<file path="src/rtl/ppa_arbiter.sv">
// rtl/ppa_arbiter.sv - round-robin arbiter sharing one external 16-bit prefix adder among NREQ requesters
// Optional multi-word carry chaining is enabled by defining PPA_ARB_LOCK_EN.
module ppa_arbiter #(
    parameter int NREQ = 4,
    parameter int IDW  = $clog2(NREQ)
) (
    input  logic              clk,
    input  logic              rst_n,
    input  logic [NREQ-1:0]   req_valid,
    output logic [NREQ-1:0]   req_ready,
    input  logic [NREQ*16-1:0] req_add_1,
    input  logic [NREQ*16-1:0] req_add_2,
    input  logic [NREQ-1:0]   req_c_in,
    input  logic [NREQ-1:0]   req_lock,
    output logic              rsp_valid,
    input  logic              rsp_ready,
    output logic [IDW-1:0]    rsp_id,
    output logic [15:0]       rsp_sum,
    output logic              rsp_c_out,
    output logic [15:0]       ppa_add_1,
    output logic [15:0]       ppa_add_2,
    output logic              ppa_c_in,
    input  logic [15:0]       ppa_sum,
    input  logic              ppa_c_out
);

    typedef enum logic [1:0] {IDLE, EXEC, RESP} state_t;

    state_t          state;
    logic [IDW-1:0]  ptr;
    logic [15:0]     op_a;
    logic [15:0]     op_b;
    logic            op_c;
    logic [NREQ-1:0] eligible;
    logic [NREQ-1:0] grant_vec;
    logic [IDW-1:0]  grant_id;
    logic [IDW-1:0]  idx;
    logic            grant_found;
    logic            next_c;

`ifdef PPA_ARB_LOCK_EN
    logic lock_active;
    logic lock_pend;

    // While chained, only the owner of the previous result (still held in rsp_id) may be granted.
    always_comb begin
        eligible = req_valid;
        if (lock_active) begin
            eligible = req_valid & (NREQ'(1) << rsp_id);
        end
    end

    assign next_c = lock_active ? rsp_c_out : req_c_in[grant_id];
`else
    logic unused_lock;

    assign unused_lock = ^req_lock;
    assign eligible    = req_valid;
    assign next_c      = req_c_in[grant_id];
`endif

    always_comb begin
        grant_vec   = '0;
        grant_id    = '0;
        grant_found = 1'b0;
        idx         = '0;
        for (int k = 0; k < NREQ; k++) begin
            idx = IDW'((int'(ptr) + 1 + k) % NREQ);
            if (!grant_found && eligible[idx]) begin
                grant_found = 1'b1;
                grant_id    = idx;
            end
        end
        if (state == IDLE && grant_found) begin
            grant_vec[grant_id] = 1'b1;
        end
    end

    assign req_ready = grant_vec;
    assign ppa_add_1 = op_a;
    assign ppa_add_2 = op_b;
    assign ppa_c_in  = op_c;

    always_ff @(posedge clk or negedge rst_n) begin
        if (!rst_n) begin
            state     <= IDLE;
            ptr       <= IDW'(NREQ - 1);
            op_a      <= '0;
            op_b      <= '0;
            op_c      <= 1'b0;
            rsp_valid <= 1'b0;
            rsp_id    <= '0;
            rsp_sum   <= '0;
            rsp_c_out <= 1'b0;
`ifdef PPA_ARB_LOCK_EN
            lock_active <= 1'b0;
            lock_pend   <= 1'b0;
`endif
        end else begin
            case (state)
                IDLE: begin
                    if (grant_found) begin
                        op_a   <= req_add_1[16*grant_id +: 16];
                        op_b   <= req_add_2[16*grant_id +: 16];
                        op_c   <= next_c;
                        rsp_id <= grant_id;
                        ptr    <= grant_id;
                        state  <= EXEC;
`ifdef PPA_ARB_LOCK_EN
                        lock_pend <= req_lock[grant_id];
`endif
                    end
                end
                EXEC: begin
                    rsp_sum   <= ppa_sum;
                    rsp_c_out <= ppa_c_out;
                    rsp_valid <= 1'b1;
                    state     <= RESP;
                end
                RESP: begin
                    if (rsp_ready) begin
                        rsp_valid <= 1'b0;
                        state     <= IDLE;
`ifdef PPA_ARB_LOCK_EN
                        lock_active <= lock_pend;
`endif
                    end
                end
                default: state <= IDLE;
            endcase
        end
    end

endmodule

</file>
<file path="config.mk">
export PLATFORM = sky130hd
export DESIGN_NAME = ppa_arbiter
export DESIGN_NICKNAME = d
export VERILOG_FILES = /design/src/rtl/ppa_arbiter.sv
export SDC_FILE = /design/constraint.sdc
export NUM_CORES = 1
export LEC_CHECK = 0
export BUFFER_PORTS_ARGS = -buffer_cell sky130_fd_sc_hd__buf_2
export CAP_MARGIN = 20
export CORE_AREA = 2 2 116 118
export CTS_CLUSTER_DIAMETER = 50
export DETAILED_ROUTE_END_ITERATION = 10
export DIE_AREA = 0 0 118 120
export GPL_TIMING_DRIVEN = 0
export PLACE_DENSITY = 0.69
export SKIP_LAST_GASP = 1
export SYNTH_ARGS = -nofsm -noshare
export SYNTH_HDL_FRONTEND = slang
export SYNTH_SLANG_ARGS = --single-unit
</file>
<file path="constraint.sdc">
create_clock -name clk -period 6.1 [get_ports clk]
set_clock_uncertainty 0.2 [all_clocks]
set_input_delay 0.305 -clock clk [delete_from_list [all_inputs] [get_ports clk]]
set_output_delay 0.305 -clock clk [all_outputs]
set_load 0.005 [all_outputs]
</file>
==> results of run 1 <==
## cells by family (layout without fill, tap and decap cells)
logic type | after synthesis | in the layout
simple gates | 123 | 123
flops | 57 | 57
mux | 84 | 84
compound gates | 112 | 112
buf+inv | 51 | 281
## power by group
group	switching (W)	internal (W)	total (W)
Clock	0.000180	0.000380	0.000560
Sequential	0.0000983	0.000581	0.000680
Combinational	0.000785	0.000610	0.00140
## state kept, by name, summed over array words and instances (netlist names)
register / flops
rsp_c_out: 1
rsp_id: 2
rsp_valid: 1
ppa_add_2: 16
ppa_c_in: 1
state: 2
ppa_add_1: 16
ptr: 2
rsp_sum: 16
## how the worst max path moves through the flow
stage            from            to  cells after the start
2_1_floorplan  ptr[1]  req_ready[2]                      6
3_3_place_gp   ptr[1]  req_ready[2]                      7
3_5_place_dp   ptr[1]  req_ready[2]                      7
4_1_cts        ptr[1]  req_ready[2]                      7
5_1_grt        ptr[1]  req_ready[2]                      7
6_report       ptr[1]  req_ready[2]                      7
## metrics by stage
| stage | cells | hold slack, ps | util (%) |
|---|---|---|---|
| finish | 833 | 12.4 | 42.9 |
| floorplan | 427 | -191 | - |
| detailed placement | 816 | 100 | 40.3 |
| global route | 833 | 4.41 | 42.9 |
| global placement | 815 | 262 | 40.1 |
| CTS | 833 | 0.467 | 42.9 |
## metal layers
metal	part of all wire, %	global-route usage, %
met4	1.2	5.12
met5	0	0
met2	49	31.8
met1	44	23.2
met3	6.3	3.23
## worst reg2reg max path: stages, from the launching register on
cell and delay, ps:
dfstp_2 510, buf_2 170, nand2_1 70, a31oi_1 380
nand3_1 490, clkbuf_1 400, o211ai_1 270
## cells in the mapped netlist
| master | count | area [um^2] |
|---|---|---|
| nand3_1 | 37 | 185 |
| o211ai_1 | 33 | 248 |
| a211oi_1 | 1 | 7.51 |
| dfrtp_1 | 55 | 1380 |
| o22ai_1 | 1 | 6.26 |
| mux2i_1 | 67 | 671 |
| a31oi_1 | 1 | 6.26 |
| nand2b_1 | 1 | 6.26 |
| inv_1 | 4 | 15.0 |
| nand2_1 | 41 | 154 |
| and3_1 | 1 | 6.26 |
| nor2b_1 | 3 | 18.8 |
| a21o_1 | 1 | 7.51 |
| clkbuf_4 | 2 | 15.0 |
| o21ai_1 | 1 | 5.00 |
| buf_2 | 22 | 110 |
| buf_6 | 4 | 45.0 |
| nand2_4 | 1 | 11.3 |
| o21ai_0 | 3 | 15.0 |
| clkbuf_1 | 15 | 56.3 |
| dfstp_2 | 2 | 52.6 |
| nand3_2 | 30 | 300 |
| o21a_1 | 1 | 7.51 |
| mux2_2 | 17 | 191 |
| buf_1 | 1 | 3.75 |
| nor2_1 | 8 | 30.0 |
| or4_1 | 1 | 7.51 |
| a21oi_1 | 70 | 350 |
| buf_4 | 2 | 15.0 |
| inv_2 | 1 | 3.75 |
## layout make-up
type / instances / area [um^2] / share of cell area [%]
Tap cell: 176 / 220 / 3.95
Timing Repair Buffer: 214 / 1090 / 19.6
Clock inverter: 4 / 75.1 / 1.35
Sequential cell: 57 / 1430 / 25.7
Buffer: 46 / 245 / 4.40
Inverter: 5 / 18.8 / 0.337
Clock buffer: 12 / 256 / 4.60
Multi-Input combinational cell: 319 / 2230 / 40.1
==> flow_summary.html, run 1 <==
<table>
<tr><th>Metric</th><th>Value</th></tr>
<tr><th colspan="2">Routing</th></tr>
<tr><td>Violation count after the first detailed-route iteration</td><td>217</td></tr>
<tr><td>DR pass1 iterations</td><td>4</td></tr>
<tr><td>Post-route antenna net violation count</td><td>0</td></tr>
<tr><td>Per-cell routed wire length</td><td>15.7 um</td></tr>
<tr><td>Number of remaining DRC errors</td><td>0</td></tr>
<tr><td>Overall via count from detail_route</td><td>4094</td></tr>
<tr><td>Number of vias per cell</td><td>4.91</td></tr>
<tr><td>Routed Wire Length</td><td>13.1 mm</td></tr>
<tr><th colspan="2">Cells and area</th></tr>
<tr><td>Most used cells in the layout excluding fill and tap cells</td><td>234 x buf_2, 70 x a21oi_1, 67 x mux2i_1</td></tr>
<tr><td>Synth-to-Final Area Change</td><td>41.8%</td></tr>
<tr><td>Post-layout nets</td><td>812</td></tr>
<tr><td># fillers</td><td>1345</td></tr>
<tr><td>Final Instance Area</td><td>5570 um^2</td></tr>
<tr><td>Fraction of layout instances using a drive strength above 1</td><td>47.0%</td></tr>
<tr><td>Most common library cell in the layout ignoring fill and taps</td><td>buf_2</td></tr>
<tr><td>Count of antenna diodes in the layout</td><td>0</td></tr>
<tr><th colspan="2">Clock network</th></tr>
<tr><td>Worst-skew pair later-pin latency</td><td>330 ps</td></tr>
<tr><td>Maximum clock insertion buffer count</td><td>2</td></tr>
<tr><td>Number of cells upsized or downsized after cts</td><td>0</td></tr>
<tr><td>Register clock-pin slew on the reported worst setup and hold paths</td><td>60 ps</td></tr>
<tr><td>Number of H-tree levels</td><td>3</td></tr>
<tr><td>Hold bufs inserted after CTS</td><td>1</td></tr>
<tr><td>Number of clock sinks seen by CTS</td><td>57</td></tr>
<tr><td>Clock buffer count from CTS</td><td>9</td></tr>
<tr><td>CTS tree</td><td>built</td></tr>
<tr><td>Post-CTS Setup Repair Bufs</td><td>0</td></tr>
<tr><td>Root Driver</td><td>clkbuf_16</td></tr>
<tr><th colspan="2">Synthesis</th></tr>
<tr><td>Xor-xnor portion of the synthesized cell area</td><td>0%</td></tr>
<tr><td>Post-synthesis cell type count</td><td>30</td></tr>
<tr><td>Post-synthesis mux area share</td><td>21.9%</td></tr>
<tr><td>Syn. warnings</td><td>0</td></tr>
<tr><td>Simple logic cell fraction of the synthesized area</td><td>18.3%</td></tr>
<tr><td>Dominant combinational cell family by area after synthesis</td><td>multiplexers</td></tr>
<tr><td>Total nets after synthesis</td><td>587</td></tr>
<tr><td>Portion of the post-synthesis area used by sequential elements</td><td>36.4%</td></tr>
<tr><td>Cell count after synthesis</td><td>427</td></tr>
<tr><td>#FFs+latches synth</td><td>57</td></tr>
<tr><td>Area share of fa/ha/maj cells after synthesis</td><td>0%</td></tr>
<tr><td>Cell Area, Synth</td><td>3930 um^2</td></tr>
<tr><td>Post-synthesis average cell area</td><td>9.20 um^2</td></tr>
<tr><td>Compound-gate portion of the synthesized area</td><td>16.6%</td></tr>
<tr><th colspan="2">Critical path</th></tr>
<tr><td>Kind of critical path</td><td>flip-flop to primary output</td></tr>
<tr><td>Worst reg2reg startpoint</td><td>ptr[1]</td></tr>
<tr><td>Slowest cell on the critical path</td><td>dfstp_2</td></tr>
<tr><td>Arrival @ worst endpoint</td><td>2750 ps</td></tr>
<tr><td>Most prevalent standard cell on the critical path</td><td>buf_2</td></tr>
<tr><td>Critical path, cell by cell</td><td>buf_2 &gt; nand2_1 &gt; a31oi_1 &gt; nand3_1 &gt; clkbuf_1 &gt; a211oi_1 &gt; buf_2</td></tr>
<tr><td>Kind of cell with the highest combined delay on the critical path</td><td>buffers and inverters</td></tr>
<tr><td>CP max FO</td><td>10</td></tr>
<tr><td>Worst Path Required</td><td>5590 ps</td></tr>
<tr><td>R2R Setup Slk</td><td>3520 ps</td></tr>
<tr><td>End of the worst register-to-register path</td><td>ppa_add_2[1]</td></tr>
<tr><td>Endpoint class of the critical path</td><td>primary output</td></tr>
<tr><td>Startpoint kind of the worst setup timing path</td><td>flip-flop</td></tr>
<tr><td>Longest individual stage delay on the worst path</td><td>510 ps</td></tr>
<tr><td>Length in cells of the worst reg-to-reg path</td><td>6</td></tr>
<tr><td>Bufs and invs on worst path</td><td>3</td></tr>
<tr><th colspan="2">STA</th></tr>
<tr><td>Final setup violation count</td><td>0</td></tr>
<tr><td>Worst-Margin Slew</td><td>635 ps</td></tr>
<tr><td>Fmax</td><td>0.307 GHz</td></tr>
<tr><td>Sum Neg Setup Slack</td><td>0 ps</td></tr>
<tr><td>RSZ-0062 raised after global routing</td><td>false</td></tr>
<tr><td>Time the worst path needs with I/O delays and setup</td><td>3250 ps</td></tr>
<tr><td>Final number of hold-violating endpoints</td><td>0</td></tr>
<tr><td>Share of the clock period used by the worst path after layout</td><td>53.3%</td></tr>
<tr><td>Number of slew-limit violations in the final report</td><td>0</td></tr>
<tr><td>PnR worst setup slack</td><td>2850 ps</td></tr>
<tr><td>Worst relative slew slack</td><td>57.7%</td></tr>
<tr><th colspan="2">Place</th></tr>
<tr><td>Estimated wirelength of the detail-placed design</td><td>10.3 mm</td></tr>
<tr><td>DP Area</td><td>5230 um^2</td></tr>
<tr><td># port buffers</td><td>212</td></tr>
<tr><td>Weighted congestion at the end of routability-driven global placement</td><td>0.831</td></tr>
<tr><td>Placement Setup Slack</td><td>3140 ps</td></tr>
<tr><th colspan="2">Floorplanning</th></tr>
<tr><td>Starting utilization of the core area</td><td>30.3%</td></tr>
<tr><td>Std-Cell Core Area</td><td>13000 um^2</td></tr>
<tr><td>Area enclosed by the die boundary</td><td>14200 um^2</td></tr>
<tr><td>Die width</td><td>118 um</td></tr>
<tr><td>Height of the die</td><td>120 um</td></tr>
<tr><td>Num rows</td><td>42</td></tr>
<tr><td>Number of I/O pins</td><td>217</td></tr>
<tr><th colspan="2">GRT</th></tr>
<tr><td>Largest net degree at the start of global routing</td><td>40</td></tr>
<tr><td>Wire length of the first global-routing pass</td><td>20.3 mm</td></tr>
<tr><td>Global-route usage over all layers</td><td>18.2%</td></tr>
<tr><td>Via count of the first global-routing pass</td><td>3943</td></tr>
<tr><td>Overall overflow remaining after global route</td><td>0</td></tr>
<tr><td>Antenna violations before repair</td><td>0</td></tr>
<tr><th colspan="2">Hold path</th></tr>
<tr><td>Hold depth</td><td>2</td></tr>
<tr><td>Terminating pin of the worst hold path</td><td>rsp_sum[8]</td></tr>
<tr><td>Origin of the worst min-delay path</td><td>ppa_sum[8]</td></tr>
<tr><td>Min-delay worst type</td><td>primary input to flip-flop</td></tr>
<tr><th colspan="2">Run</th></tr>
<tr><td>Number of violations of the max-capacitance limit</td><td>0</td></tr>
<tr><th colspan="2">Status</th></tr>
<tr><td>Run status</td><td>finished, final reports clean</td></tr>
<tr><th colspan="2">Power and ir drop</th></tr>
<tr><td>P per Cell Area</td><td>473 nW/um^2</td></tr>
<tr><td>Worst vdd rail ir drop</td><td>155 uV</td></tr>
<tr><td>Design Power</td><td>0.00264 W</td></tr>
<tr><td>Total leakage power</td><td>2.78 nW</td></tr>
</table>
Note: power is estimated with default switching activity, not from simulation.
==> inputs of run 2 (changes only) <==
--- a/config.mk
+++ b/config.mk
@@ -12,7 +12,7 @@
 export DETAILED_ROUTE_END_ITERATION = 10
 export DIE_AREA = 0 0 118 120
 export GPL_TIMING_DRIVEN = 0
-export PLACE_DENSITY = 0.69
+export PLACE_DENSITY = 0.71
 export SKIP_LAST_GASP = 1
 export SYNTH_ARGS = -nofsm -noshare
 export SYNTH_HDL_FRONTEND = slang
==> constraint.sdc (replaced) <==
create_clock -name clk -period 2.6 [get_ports clk]
set_clock_uncertainty 0.2 [all_clocks]
set_input_delay 0.13 -clock clk [delete_from_list [all_inputs] [get_ports clk]]
set_output_delay 0.13 -clock clk [all_outputs]
set_load 0.005 [all_outputs]
==> run 2 against run 1 <==
Effect of this change:
- sequential share of layout area down 3.7 points
- worst setup slack got worse by 2700 ps
- combinational power increased to 2.5 times the previous value
- register-to-register slack got worse by 3400 ps
- first-iteration DRC count up 13%
- sequential power grew 140%
- critical path type unchanged
- critical endpoint is now req_ready[0]
- largest power group unchanged
==> flow_summary.html, run 2 (synthesized netlist as in run 1, its figures left out) <==
<table>
<tr><th>Metric</th><th>Value</th></tr>
<tr><th colspan="2">Run</th></tr>
<tr><td>Number of violations of the max-capacitance limit</td><td>0</td></tr>
<tr><th colspan="2">STA</th></tr>
<tr><td>Final setup violation count</td><td>0</td></tr>
<tr><td>Fmax</td><td>0.405 GHz</td></tr>
<tr><td>Worst-Margin Slew</td><td>677 ps</td></tr>
<tr><td>Worst relative slew slack</td><td>54.8%</td></tr>
<tr><td>RSZ-0062 raised after global routing</td><td>true</td></tr>
<tr><td>Final hold slack</td><td>21.2 ps</td></tr>
<tr><td>Number of slew-limit violations in the final report</td><td>0</td></tr>
<tr><td>Sum Neg Setup Slack</td><td>0 ps</td></tr>
<tr><td>Final number of hold-violating endpoints</td><td>0</td></tr>
<tr><td>Share of the clock period used by the worst path after layout</td><td>95.0%</td></tr>
<tr><td>Time the worst path needs with I/O delays and setup</td><td>2470 ps</td></tr>
<tr><th colspan="2">Critical path</th></tr>
<tr><td>CP max FO</td><td>10</td></tr>
<tr><td>Worst reg2reg startpoint</td><td>ptr[1]</td></tr>
<tr><td>R2R Setup Slk</td><td>170 ps</td></tr>
<tr><td>Worst Path Required</td><td>2270 ps</td></tr>
<tr><td>Startpoint kind of the worst setup timing path</td><td>flip-flop</td></tr>
<tr><td>End of the worst register-to-register path</td><td>ppa_add_2[2]</td></tr>
<tr><td>Length in cells of the worst reg-to-reg path</td><td>9</td></tr>
<tr><td>Kind of critical path</td><td>flip-flop to primary output</td></tr>
<tr><td>Endpoint class of the critical path</td><td>primary output</td></tr>
<tr><td>Arrival @ worst endpoint</td><td>2140 ps</td></tr>
<tr><th colspan="2">GRT</th></tr>
<tr><td>Wire length of the first global-routing pass</td><td>23.3 mm</td></tr>
<tr><td>Largest net degree at the start of global routing</td><td>32</td></tr>
<tr><td>Antenna violations before repair</td><td>0</td></tr>
<tr><td>Via count of the first global-routing pass</td><td>4598</td></tr>
<tr><td>Overall overflow remaining after global route</td><td>0</td></tr>
<tr><td>Global-route usage over all layers</td><td>21.0%</td></tr>
<tr><th colspan="2">Routing</th></tr>
<tr><td>Number of remaining DRC errors</td><td>0</td></tr>
<tr><td>Post-route antenna net violation count</td><td>0</td></tr>
<tr><td>Violation count after the first detailed-route iteration</td><td>245</td></tr>
<tr><td>Per-cell routed wire length</td><td>16.2 um</td></tr>
<tr><td>DR pass1 iterations</td><td>4</td></tr>
<tr><td>Overall via count from detail_route</td><td>4502</td></tr>
<tr><td>Routed Wire Length</td><td>15.0 mm</td></tr>
<tr><td>Number of vias per cell</td><td>4.87</td></tr>
<tr><th colspan="2">Clock network</th></tr>
<tr><td>Worst-skew pair later-pin latency</td><td>330 ps</td></tr>
<tr><td>Clock buffer count from CTS</td><td>9</td></tr>
<tr><td>CTS tree</td><td>built</td></tr>
<tr><td>Maximum clock insertion buffer count</td><td>2</td></tr>
<tr><td>Number of H-tree levels</td><td>3</td></tr>
<tr><td>Root Driver</td><td>clkbuf_16</td></tr>
<tr><td>Register clock-pin slew on the reported worst setup and hold paths</td><td>50 ps</td></tr>
<tr><td>Number of clock sinks seen by CTS</td><td>57</td></tr>
<tr><th colspan="2">Power and ir drop</th></tr>
<tr><td>Switching Fraction</td><td>40.5%</td></tr>
<tr><td>P per Cell Area</td><td>984 nW/um^2</td></tr>
<tr><td>Total internal power</td><td>0.00381 W</td></tr>
<tr><td>Worst vdd rail ir drop</td><td>348 uV</td></tr>
<tr><td>Sequential Power Share</td><td>25.0%</td></tr>
<tr><td>Combinational share of power</td><td>55.4%</td></tr>
<tr><td>Total leakage power</td><td>3.18 nW</td></tr>
<tr><td>Net Sw Power</td><td>0.00259 W</td></tr>
<tr><td>Clock group share of total power</td><td>19.7%</td></tr>
<tr><th colspan="2">Place</th></tr>
<tr><td>Estimated wirelength of the detail-placed design</td><td>10.1 mm</td></tr>
<tr><td># port buffers</td><td>212</td></tr>
<tr><td>Weighted congestion at the end of routability-driven global placement</td><td>0.848</td></tr>
<tr><td>Number of placed instances, taps included</td><td>816</td></tr>
<tr><th colspan="2">Hold path</th></tr>
<tr><td>Origin of the worst min-delay path</td><td>req_add_2[5]</td></tr>
<tr><td>Terminating pin of the worst hold path</td><td>ppa_add_2[5]</td></tr>
<tr><td>Min-delay worst type</td><td>primary input to flip-flop</td></tr>
<tr><td>Hold depth</td><td>5</td></tr>
<tr><th colspan="2">Cells and area</th></tr>
<tr><td>Most common library cell in the layout ignoring fill and taps</td><td>buf_2</td></tr>
<tr><td>Post-layout nets</td><td>903</td></tr>
<tr><td>Most used cells in the layout excluding fill and tap cells</td><td>230 x buf_2, 85 x dlygate4sd3_1, 70 x a21oi_1</td></tr>
<tr><td>Fraction of layout instances using a drive strength above 1</td><td>43.2%</td></tr>
<tr><td>Count of antenna diodes in the layout</td><td>0</td></tr>
<tr><td>Synth-to-Final Area Change</td><td>65.8%</td></tr>
<tr><td>Final core occ</td><td>50.2%</td></tr>
<tr><td>Post-route non-filler standard cell count</td><td>924</td></tr>
<tr><th colspan="2">Floorplanning</th></tr>
<tr><td>Std-Cell Core Area</td><td>13000 um^2</td></tr>
<tr><td>Die width</td><td>118 um</td></tr>
<tr><td>Area enclosed by the die boundary</td><td>14200 um^2</td></tr>
<tr><td>Starting utilization of the core area</td><td>30.3%</td></tr>
<tr><td>Num rows</td><td>42</td></tr>
<tr><td>Height of the die</td><td>120 um</td></tr>
<tr><td>Number of I/O pins</td><td>217</td></tr>
<tr><th colspan="2">Status</th></tr>
<tr><td>Run status</td><td>finished, final reports clean</td></tr>
</table>
==> run 2: cell types whose count changed in the layout (fill, tap and decap cells not counted), sizes merged <==
cell | before | now
dlygate4sd3 | 1 | 85
clkbuf | 29 | 26
clkinv | 0 | 3
clkinvlp | 2 | 1
buf | 242 | 250
==> run 2: cell type report <==
| class | count | area [um^2] |
|---|---|---|
| fill | 1195 | 6470 |
| inverter | 5 | 18.8 |
| timing repair buffer | 307 | 2010 |
| buffer | 44 | 245 |
| clock inverter | 6 | 82.6 |
| sequential | 57 | 1430 |
| tap | 176 | 220 |
| clock buffer | 10 | 229 |
| multi-input combinational | 319 | 2270 |
==> run 2: routing by layer <==
| metal | track usage, % | share of wire, % | up-vias |
|---|---|---|---|
| met3 | 5.04 | 5.2 | 32 |
| met1 | 23.7 | 41 | 2100 |
| met5 | 0 | 0 | - |
| met2 | 38.0 | 51 | 183 |
| li1 | - | - | 2187 |
| met4 | 8.58 | 2.7 | 0 |
==> run 2: worst max-delay path by stage <==
stage	from	endpoint	cells after the start
2_1_floorplan	ptr[1]	ppa_add_1[0]	8
3_3_place_gp	ptr[1]	req_ready[2]	7
3_5_place_dp	ptr[1]	req_ready[2]	7
4_1_cts	ptr[1]	req_ready[0]	8
5_1_grt	ptr[0]	req_ready[0]	7
6_report	ptr[0]	req_ready[0]	7
==> run 2: per-stage QoR <==
stage / setup slack [ps] / area [um^2] / power [W]
global route: -7.44 / 6510 / 0.00688
detailed placement: -329 / 5230 / 0.00491
floorplan: 527 / 3930 / 0.00374
CTS: 28.3 / 6440 / 0.00633
global placement: -379 / 5210 / 0.00484
finish: 131 / 6510 / 0.00640
==> run 2: power by group through the flow <==
stage	registers, W	logic (W)	clock network [W]
2_1_floorplan	0.00163	0.00211	0
3_3_place_gp	0.00159	0.00325	0
3_5_place_dp	0.00160	0.00331	0
4_1_cts	0.00159	0.00345	0.00129
5_1_grt	0.00166	0.00389	0.00132
6_report	0.00160	0.00355	0.00126
==> run 2: repair_timing <==
item | 4_1_cts | 5_1_grt
buffers inserted | 2 | 7
pin swaps | 1 | 0
endpoints found under the hold margin | 78 | 0
hold buffers | 85 | 0
gates cloned | 0 | 0
gates resized for setup | 9 | 3
setup endpoints to repair | 31 | 9
==> run 2: critical path, stage by stage (launching register included) <==
cell      delay, ps
dfstp_2         380
o21a_1          110
o21ai_2         330
clkbuf_2        300
buf_2           260
nand2_1         140
and3_1          160
buf_2           120
==> inputs of run 3 (changes only) <==
--- a/config.mk
+++ b/config.mk
@@ -13,6 +13,7 @@
 export DIE_AREA = 0 0 118 120
 export GPL_TIMING_DRIVEN = 0
 export PLACE_DENSITY = 0.71
+export SETUP_SLACK_MARGIN = 0.5
 export SKIP_LAST_GASP = 1
 export SYNTH_ARGS = -nofsm -noshare
 export SYNTH_HDL_FRONTEND = slang
==> run 3 against run 2 <==
Effect of this change:
- worst hold slack improved by 6.8 ps
- die area unchanged
- highest routed layer unchanged
- non-clock buffer count is 21 higher
- clock-buffer cell count stayed put
- fmax up 8.3%
- first-iteration DRC count rose by 9.8%
- design area up 9.3%
==> flow_summary.html, run 3 (synthesized netlist as in run 1, its figures left out) <==
<table>
<tr><th>Metric</th><th>Value</th></tr>
<tr><th colspan="2">Routing</th></tr>
<tr><td>Post-route antenna net violation count</td><td>0</td></tr>
<tr><td>Overall via count from detail_route</td><td>4701</td></tr>
<tr><td>DR pass1 iterations</td><td>4</td></tr>
<tr><td>Number of remaining DRC errors</td><td>0</td></tr>
<tr><td>Number of vias per cell</td><td>4.97</td></tr>
<tr><td>Per-cell routed wire length</td><td>17.4 um</td></tr>
<tr><td>Routed Wire Length</td><td>16.4 mm</td></tr>
<tr><td>Violation count after the first detailed-route iteration</td><td>269</td></tr>
<tr><th colspan="2">Critical path</th></tr>
<tr><td>CP max FO</td><td>7</td></tr>
<tr><td>Slowest cell on the critical path</td><td>dfstp_2</td></tr>
<tr><td>Endpoint class of the critical path</td><td>primary output</td></tr>
<tr><td>Most prevalent standard cell on the critical path</td><td>buf_6</td></tr>
<tr><td>Critical path, cell by cell</td><td>buf_6 &gt; mux2i_1 &gt; o22ai_2 &gt; a21oi_2 &gt; buf_6 &gt; buf_8 &gt; and3_1 &gt; buf_2</td></tr>
<tr><td>Longest individual stage delay on the worst path</td><td>530 ps</td></tr>
<tr><td>Worst Path Required</td><td>2270 ps</td></tr>
<tr><td>Kind of critical path</td><td>flip-flop to primary output</td></tr>
<tr><td>Startpoint kind of the worst setup timing path</td><td>flip-flop</td></tr>
<tr><td>Arrival @ worst endpoint</td><td>1950 ps</td></tr>
<tr><th colspan="2">Cells and area</th></tr>
<tr><td>Synth-to-Final Area Change</td><td>81.2%</td></tr>
<tr><td>Post-layout nets</td><td>924</td></tr>
<tr><td>Final core occ</td><td>54.8%</td></tr>
<tr><td># fillers</td><td>1138</td></tr>
<tr><td>Most used cells in the layout excluding fill and tap cells</td><td>224 x buf_2, 85 x dlygate4sd3_1, 69 x a21oi_1</td></tr>
<tr><td>Most common library cell in the layout ignoring fill and taps</td><td>buf_2</td></tr>
<tr><td>Final Instance Area</td><td>7120 um^2</td></tr>
<tr><td>Fraction of layout instances using a drive strength above 1</td><td>48.4%</td></tr>
<tr><th colspan="2">Floorplanning</th></tr>
<tr><td>Number of I/O pins</td><td>217</td></tr>
<tr><td>Area enclosed by the die boundary</td><td>14200 um^2</td></tr>
<tr><td>Std-Cell Core Area</td><td>13000 um^2</td></tr>
<tr><td>Starting utilization of the core area</td><td>30.3%</td></tr>
<tr><td>Height of the die</td><td>120 um</td></tr>
<tr><td>Num rows</td><td>42</td></tr>
<tr><td>Die width</td><td>118 um</td></tr>
<tr><th colspan="2">Power and ir drop</th></tr>
<tr><td>P per Cell Area</td><td>1020 nW/um^2</td></tr>
<tr><td>Worst vdd rail ir drop</td><td>423 uV</td></tr>
<tr><td>Combinational share of power</td><td>60.4%</td></tr>
<tr><td>Design Power</td><td>0.00725 W</td></tr>
<tr><td>Total internal power</td><td>0.00440 W</td></tr>
<tr><td>Switching Fraction</td><td>39.4%</td></tr>
<tr><td>Clock group share of total power</td><td>17.4%</td></tr>
<tr><td>Total leakage power</td><td>3.38 nW</td></tr>
<tr><td>Net Sw Power</td><td>0.00286 W</td></tr>
<tr><td>Sequential Power Share</td><td>22.2%</td></tr>
<tr><th colspan="2">STA</th></tr>
<tr><td>Worst relative slew slack</td><td>54.1%</td></tr>
<tr><td>Time the worst path needs with I/O delays and setup</td><td>2280 ps</td></tr>
<tr><td>Final setup violation count</td><td>0</td></tr>
<tr><td>Final number of hold-violating endpoints</td><td>0</td></tr>
<tr><td>RSZ-0062 raised after global routing</td><td>true</td></tr>
<tr><td>Fmax</td><td>0.438 GHz</td></tr>
<tr><td>Share of the clock period used by the worst path after layout</td><td>87.7%</td></tr>
<tr><td>Worst-Margin Slew</td><td>688 ps</td></tr>
<tr><td>Number of slew-limit violations in the final report</td><td>0</td></tr>
<tr><td>Sum Neg Setup Slack</td><td>0 ps</td></tr>
<tr><th colspan="2">Run</th></tr>
<tr><td>Number of violations of the max-capacitance limit</td><td>0</td></tr>
<tr><th colspan="2">GRT</th></tr>
<tr><td>Via count of the first global-routing pass</td><td>4925</td></tr>
<tr><td>Largest net degree at the start of global routing</td><td>32</td></tr>
<tr><td>Antenna violations before repair</td><td>1</td></tr>
<tr><td>Wire length of the first global-routing pass</td><td>25.0 mm</td></tr>
<tr><td>Global-route usage over all layers</td><td>22.7%</td></tr>
<tr><td>Overall overflow remaining after global route</td><td>0</td></tr>
<tr><th colspan="2">Clock network</th></tr>
<tr><td>Maximum clock insertion buffer count</td><td>2</td></tr>
<tr><td>Number of H-tree levels</td><td>3</td></tr>
<tr><td>Worst-skew pair later-pin latency</td><td>330 ps</td></tr>
<tr><td>Register clock-pin slew on the reported worst setup and hold paths</td><td>50 ps</td></tr>
<tr><td>CTS tree</td><td>built</td></tr>
<tr><td>Clock buffer count from CTS</td><td>9</td></tr>
<tr><td>Number of clock sinks seen by CTS</td><td>57</td></tr>
<tr><td>Root Driver</td><td>clkbuf_16</td></tr>
<tr><th colspan="2">Place</th></tr>
<tr><td># port buffers</td><td>212</td></tr>
<tr><td>Weighted congestion at the end of routability-driven global placement</td><td>0.848</td></tr>
<tr><td>DP Area</td><td>5230 um^2</td></tr>
<tr><td>Estimated wirelength of the detail-placed design</td><td>10.1 mm</td></tr>
<tr><th colspan="2">Hold path</th></tr>
<tr><td>Min-delay worst type</td><td>primary input to flip-flop</td></tr>
<tr><th colspan="2">Status</th></tr>
<tr><td>Run status</td><td>finished, final reports clean</td></tr>
</table>
==> run 3: cell types whose count changed in the layout (fill, tap and decap cells not counted), moves of 3 or more <==
cell / before / now
mux2i_1: 67 / 49
clkbuf_1: 14 / 9
buf_12: 2 / 5
buf_6: 4 / 17
mux2i_4: 0 / 7
mux2i_2: 0 / 11
buf_8: 0 / 3
clkbuf_16: 9 / 14
buf_2: 230 / 224
buf_16: 0 / 3
==> run 3: power groups by stage <==
stage	sequential, W	clock [W]	combinational, W
floorplan	0.00163	0	0.00211
global placement	0.00159	0	0.00325
detailed placement	0.00160	0	0.00331
CTS	0.00160	0.00129	0.00415
global route	0.00167	0.00133	0.00472
finish	0.00161	0.00126	0.00438
==> run 3: stage by stage <==
step                      std cells  hold slack (ps)  setup WS, ps
after floorplan                 427             -366           527
after global placement          815              164          -379
after detailed placement        816             3.21          -329
after CTS                       941             7.04           281
after global routing            946             57.4           226
final                           946             28.0           319
==> run 3: final timing paths <==
check	startpoint	endpoint	slack, ps	cells after the start
min in group asynchronous	rst_n	rsp_sum[3]	190	2
min reg2reg	ppa_add_1[4]	ppa_add_1[4]	300	2
max in group asynchronous	rst_n	ptr[1]	1330	3
max	ptr[1]	req_ready[0]	320	8
min	req_add_2[27]	ppa_add_2[11]	30	5
max reg2reg	ptr[1]	ppa_add_2[14]	340	10
==> run 3: metal layers <==
metal,up-vias,track usage (%),share of wire [%]
li1,2235,-,-
met1,2209,25.2,38
met2,207,40.5,51
met3,50,5.42,6.2
met4,0,11.7,3.9
met5,-,0,0
==> run 3: area by class of cell <==
cell class | instances | area [um^2] | area share [%]
diodes | 1 | 2.50 | 0.0352
plain buffers | 46 | 424 | 5.96
clock buffers | 10 | 229 | 3.22
clock inverters | 6 | 82.6 | 1.16
inverters | 5 | 18.8 | 0.264
multi-input cells | 319 | 2430 | 34.1
flip-flops and latches | 57 | 1430 | 20.1
well taps | 176 | 220 | 3.09
repair buffers | 326 | 2280 | 32.1
==> run 3: timing repair <==
action,CTS,global route
pin swaps,6,5
endpoints found under the setup margin,40,46
hold buffers,85,0
resized for setup,71,35
cloned,5,1
buffers inserted,19,3
endpoints found under the hold margin,78,0
==> run 3: worst max-delay path: cells and delay by family, from the launching register on <==
family	cells	cell delay, ps
mux	1	200
simple gates	1	130
flops	1	530
buf+inv	4	500
compound gates	2	250
